<file path="src/rtl/r4_pkg.sv">
// Shared types and constants for the sequential radix-4 transform engine.
package r4_pkg;

    localparam int R4_W = 4;

    typedef enum logic [1:0] {
        IDLE,
        COMP,
        HOLD
    } state_t;

    typedef logic [1:0] bin_t;

endpackage

</file>
<file path="src/rtl/r4_bin_calc.sv">
// Combinational radix-4 single-bin evaluator (forward or inverse), modulo 2^W.
module r4_bin_calc
    import r4_pkg::*;
#(
    parameter int W = R4_W
) (
    input  logic [W-1:0] xr0,
    input  logic [W-1:0] xi0,
    input  logic [W-1:0] xr1,
    input  logic [W-1:0] xi1,
    input  logic [W-1:0] xr2,
    input  logic [W-1:0] xi2,
    input  logic [W-1:0] xr3,
    input  logic [W-1:0] xi3,
    input  bin_t         k,
    input  logic         inv,
    output logic [W-1:0] re,
    output logic [W-1:0] im
);

    // Inverse swaps the odd bins, so flip k[1] for odd k when inv is set.
    bin_t k_eff;
    assign k_eff = {k[1] ^ (inv & k[0]), k[0]};

    always_comb begin
        re = '0;
        im = '0;
        case (k_eff)
            2'd0: begin
                re = xr0 + xr1 + xr2 + xr3;
                im = xi0 + xi1 + xi2 + xi3;
            end
            2'd1: begin
                re = xr0 + xi1 - xr2 - xi3;
                im = xi0 - xr1 - xi2 + xr3;
            end
            2'd2: begin
                re = xr0 - xr1 + xr2 - xr3;
                im = xi0 - xi1 + xi2 - xi3;
            end
            default: begin
                re = xr0 - xi1 - xr2 + xi3;
                im = xi0 + xr1 - xi2 - xr3;
            end
        endcase
    end

endmodule

</file>
<file path="src/rtl/r4_idft_seq.sv">
// Sequential radix-4 DFT/IDFT engine: loads one 4-sample block, streams four bins.
module r4_idft_seq
    import r4_pkg::*;
#(
    parameter int W = R4_W
) (
    input  logic         wb_clk_i,
    input  logic         wb_rst_i,
    input  logic         in_valid,
    output logic         in_ready,
    input  logic         inv,
    input  logic [W-1:0] xr0,
    input  logic [W-1:0] xi0,
    input  logic [W-1:0] xr1,
    input  logic [W-1:0] xi1,
    input  logic [W-1:0] xr2,
    input  logic [W-1:0] xi2,
    input  logic [W-1:0] xr3,
    input  logic [W-1:0] xi3,
    output logic         out_valid,
    input  logic         out_ready,
    output logic [W-1:0] out_re,
    output logic [W-1:0] out_im,
    output logic [1:0]   out_bin,
    output logic         out_last,
    output logic         busy
);

    state_t              state, state_nx;
    bin_t                k;
    logic                inv_q;
    logic [3:0][W-1:0]   xr_q, xi_q;
    logic [W-1:0]        bin_re, bin_im;

    r4_bin_calc #(.W(W)) u_calc (
        .xr0 (xr_q[0]),
        .xi0 (xi_q[0]),
        .xr1 (xr_q[1]),
        .xi1 (xi_q[1]),
        .xr2 (xr_q[2]),
        .xi2 (xi_q[2]),
        .xr3 (xr_q[3]),
        .xi3 (xi_q[3]),
        .k   (k),
        .inv (inv_q),
        .re  (bin_re),
        .im  (bin_im)
    );

    always_ff @(posedge wb_clk_i) begin
        if (wb_rst_i) state <= IDLE;
        else          state <= state_nx;
    end

    always_comb begin
        state_nx  = state;
        in_ready  = 1'b0;
        out_valid = 1'b0;
        busy      = (state != IDLE);
        case (state)
            IDLE: begin
                in_ready = !wb_rst_i;
                if (in_valid) state_nx = COMP;
            end
            COMP: state_nx = HOLD;
            HOLD: begin
                out_valid = 1'b1;
                if (out_ready) state_nx = (k == 2'd3) ? IDLE : COMP;
            end
            default: state_nx = IDLE;
        endcase
    end

    always_ff @(posedge wb_clk_i) begin
        if (wb_rst_i) begin
            k        <= '0;
            inv_q    <= 1'b0;
            xr_q     <= '0;
            xi_q     <= '0;
            out_re   <= '0;
            out_im   <= '0;
            out_bin  <= '0;
            out_last <= 1'b0;
        end else begin
            if (state == IDLE && in_valid) begin
                k     <= '0;
                inv_q <= inv;
                xr_q  <= {xr3, xr2, xr1, xr0};
                xi_q  <= {xi3, xi2, xi1, xi0};
            end
            if (state == COMP) begin
                out_re   <= bin_re;
                out_im   <= bin_im;
                out_bin  <= k;
                out_last <= (k == 2'd3);
            end
            if (state == HOLD && out_ready && k != 2'd3) k <= k + 2'd1;
        end
    end

endmodule

</file>
<file path="config.mk">
export PLATFORM = sky130hd
export DESIGN_NAME = r4_idft_seq
export DESIGN_NICKNAME = d
export VERILOG_FILES = /design/src/rtl/r4_pkg.sv /design/src/rtl/r4_bin_calc.sv /design/src/rtl/r4_idft_seq.sv
export SDC_FILE = /design/constraint.sdc
export NUM_CORES = 1
export LEC_CHECK = 0
export CORE_MARGIN = 5
export CORE_UTILIZATION = 61
export DETAILED_ROUTE_END_ITERATION = 10
export GPL_TIMING_DRIVEN = 1
export PLACE_DENSITY_LB_ADDON = 0.15
export SLEW_MARGIN = 20
export SYNTH_ARGS = -nofsm -noshare
export SYNTH_HDL_FRONTEND = slang
export SYNTH_SLANG_ARGS = --single-unit
</file>
<file path="constraint.sdc">
create_clock -name wb_clk_i -period 9.78 [get_ports wb_clk_i]
set_clock_uncertainty 0.15 [all_clocks]
set_input_delay 1.956 -clock wb_clk_i [delete_from_list [all_inputs] [get_ports wb_clk_i]]
set_output_delay 1.956 -clock wb_clk_i [all_outputs]
set_load 0.02 [all_outputs]
</file>
---- Yosys cells after proc, flatten, opt, wreduce, memory -nomap -nowiden ----
Index checks and enable logic that the tools add are counted.
Widths: inputs -> output; s select.
storage, ports and cells
  register bits ........................... 48
cells by class
  mux-type cells .......................... 10
  reduce and logical (&&, ||, !) cells .... 9
  equality and inequality tests ........... 8
  $add $sub $neg .......................... 25
  bitwise gates (word level) .............. 2
operators with widths
  cell                 count
  $add 4x4->4          12
  $sub 4x4->4          12
  $pmux 4 s3           2
  $mux 2               4
  $eq 2x2->1 const B   3
  $ne 2x2->1 const B   3
  $pmux 2 s3           1
  $eq 2x1->1 const B   2
  $logic_not 2->1      2
  $reduce_bool 2->1    2
  $logic_and 1x1->1    3
  $mux 1               3
  $add 2x1->2 const B  1
  $reduce_and 2->1     1
  $and 1x1->1          1
  $logic_not 1->1      1
  $xor 1x1->1          1

---- Depth between registers and ports, before layout ----
  depth after elaboration ................. 4
  mapped depth ............................ 12

---- Modules after synthesis ----
A second synthesis with hierarchy kept.
second synthesis, totals
  cell total of the unflattened synthesis .. 462
  area total of the unflattened synthesis .. 4016.4 µm²
modules (own cells, without submodules)
  module       cells each  area each (µm²)  instances
  r4_bin_calc  250         2296.0           1
  r4_idft_seq  212         1720.4           1

---- Worst setup path after synthesis ----
OpenSTA, ideal clock, no wires.
  path kind ............................... input to output
  from .................................... input wb_rst_i
  to ...................................... output in_ready
  cell stages on the path ................. 2
  data arrival time ....................... 2447 ps
  data required time ...................... 7674 ps
  setup slack ............................. 5227 ps
  buffers on the path ..................... 1
  path through ............................ clkbuf_1 nor2_1
between the ends
  word-level cells in the longest chain between the ends .. 2
ends and longest elaborated chain
  item                RTL line           text
  start: declaration  r4_idft_seq.sv:8   input logic wb_rst_i,
  $logic_not 1->1     r4_idft_seq.sv:62  in_ready = !wb_rst_i;
  $mux 1              r4_idft_seq.sv:60  case (state)
  end: declaration    r4_idft_seq.sv:10  output logic in_ready,
Every way passes these cells.

---- Worst setup path in the final report ----
Ends and elaborated chain as after synthesis.

==> results.md <==
* Setup Buffers After CTS at 0
* Top cell type's share of synthesized area at 0.245
* Cts repair resizes at 0
* Leak Pwr at 2.03 nW
* Worst slew margin at 0.314
* Post-synthesis sequential area ratio at 0.245
* Hold-fix buffers at CTS at 0
* PortBufs at 50
* Final Critical Period at 5600 ps
* CP Launch Type: input port
* Reg-to-reg slack, setup at ~6300 ps
* Placed Instances at ~550
* Die ar. at just over 0.008 mm²
* Total Negative Setup Slacks at 0 ps
* Layout cells sized above 1 at 0.0210
* Count leader, synth: nand2_1
* Peak VDD IR at approximately 0.11 mV
* Clock Sinks at 48
* Wire length on met3 at roughly 590 µm
* Syn_nets at 553
* Cell Chain, Critical Path: clkdlybuf4s50_1 -> buf_4 -> nor2_1 -> clkdlybuf4s50_1
* 1st-iter DRT viols at about 150
* Post-synth top cells: 87 x nand2_1, 76 x inv_1, 50 x a21oi_1
* CP most frequent cell: clkdlybuf4s50_1
* # diodes at 0
* Die X at approximately 90 µm
* CTS Buf Count at 5
* Wire length after detailed routing at ~8.4 mm
* Routed wl met2 at 4.12 mm
* Distinct cell type count after synthesis at 28
* Yosys reg bits at 48
* Yosys top cell by area: dfxtp_1
* Max Root-Sink Buffers at 2
* Gate count of the mapped netlist at roughly 440
* Initial antenna violation count at 0
* Worst-path clk slew at approximately 80 ps
* CP Max Fanout at 49
* Hold Slack at 301 ps
* Final Slew Violations at 0
* Pin count of the biggest net entering global routing at 50
* First-pass DRT Iterations at 5
* First-pass GRT wire length at 14.6 mm
* Core area at approximately 0.0063 mm²
* Non-filler instance count after layout at about 550
* Pwr/cell area at roughly 150 mW/mm²
* Yosys warns at 0
* Primary FF master, synth: dfxtp_1
* Total power at roughly 0.67 mW
* Htree depth at 2
* CP max stage cell: clkdlybuf4s50_1
* Vias in the first global route at 3125
* Worst-skew pair later-pin latency at approximately 300 ps
* Routed met1 length at roughly 3.4 mm
* RSZ-0062 raised after global routing: false
* DR vias at 2920
* Grt ovf at 0
* Top cells by area, synth: dfxtp_1 24%, fa_1 24%, ha_1 9.9%, nand2_1 8.3%, inv_1 7.3%
* Aggregate global-route resource usage at 0.220
* MaxCap Viol Count at 0
* Starting Density at 0.621
* HP Class: reg -> reg
* DRC at 0
* Clk root buf: clkbuf_8
* HPWL after DPL at approximately 6.7 mm
* Status: completed
* Fmax at roughly 0.18 GHz
* Die height at between 90 and 100 µm
* TritonCTS clock tree: yes
* Worst setup path class: in -> out
* EDFF count, synth at 0
* Nets at a little under 600
* Fin crit share at 0.572
* Critical Path RT at 7670 ps
* Async SR Flop Fraction at 0
* Antenna viol nets, final at 0
* Cell Area, Synth at ~0.0039 mm²
* Post-layout util at 0.727
* Slowest stage delay, CP at about 560 ps
* Setup Viol. Count Final at 0
* Least-Margin Pin Slew at approximately 1000 ps
* Crit end category: output pin
* Layout Area Growth over Synthesis at 17.0%
* Post-Syn Area per Cell at 8.98 µm²
* Std-Cell Rows at 29
* Wire length per cell at around 15 µm
* Final Wtd Congestion at ~0.86
* Top sig layer: met4
* IO Count at a little over 50
* Critical path data arrival time at around 3500 ps
* DR vias/cell at ~5.3
* Final Hold Viols at 0
[registers in the layout, summed over array words and instances (netlist names)]
| signal | flops |
|---|---|
| k | 2 |
| out_last | 1 |
| inv_q | 1 |
| out_bin | 2 |
| out_re | 4 |
| xr_q | 16 |
| out_im | 4 |
| state | 2 |
| xi_q | 16 |
[power by group]
| group | leakage [nW] | internal, mW | switching, mW |
|---|---|---|---|
| sequential | 0.393 | 0.208 | 0.0149 |
| combinational | 1.57 | 0.145 | 0.139 |
| clock | 0.0642 | 0.101 | 0.0653 |
| total | 2.03 | 0.453 | 0.219 |
[critical path: cells and delay by family]
family | cells | cell delay [ps]
buffers and inverters | 3 | 1440
AND/OR/NAND/NOR | 1 | 90
[per-stage QoR]
step	setup slack, ps	cell area [µm²]
2_1_floorplan	5230	3920
3_3_place_gp	4190	4460
3_5_place_dp	4170	4460
4_1_cts	4180	4590
5_1_grt	4060	4590
6_report	4180	4590
[metal layers]
metal | up-vias | track usage
li1 | 1450 | -
met1 | 1368 | 0.273
met2 | 84 | 0.385
met3 | 18 | 0.0426
met4 | 0 | 0.0720
met5 | - | 0
[area by class of cell]
type | instances | area, µm²
fill | 494 | 1730
inverter | 76 | 285
sequential | 48 | 961
clock inverter | 2 | 60.1
timing repair buffer | 51 | 508
multi-input combinational | 295 | 2610
clock buffer | 5 | 68.8
tap | 77 | 96.3
[final timing paths]
path	end	from	depth (start not counted)
setup reg to reg	out_re[3]$_SDFFE_PP0N_	xr_q[1]$_SDFFE_PP0P_	12
hold / removal	out_re[1]$_SDFFE_PP0N_	out_re[1]$_SDFFE_PP0N_	2
hold reg to reg	out_re[1]$_SDFFE_PP0N_	out_re[1]$_SDFFE_PP0N_	2
setup / recovery	in_ready	wb_rst_i	4
[cells in the final DEF, fill, tap and decap left out, drive strengths merged, types with 3 or more instances in the layout]
cell and n:
nand2 87, inv 76, a21oi 50, clkdlybuf4s50 50, fa 48, dfxtp 48, ha 31, xnor2 19
nor2 8, xor2 8, a222oi 6, a21o 6, xnor3 6, nand3 5, clkbuf 5, nor2b 3
[cells by family after synthesis]
| group | synth area share |
|---|---|
| mux | 0.00255 |
| xor+xnor | 0.0951 |
| simple gates | 0.111 |
| flops | 0.245 |
| fa+ha+maj | 0.344 |
| compound gates | 0.112 |
| buf+inv | 0.0903 |
(Power assumes the default switching activity.)
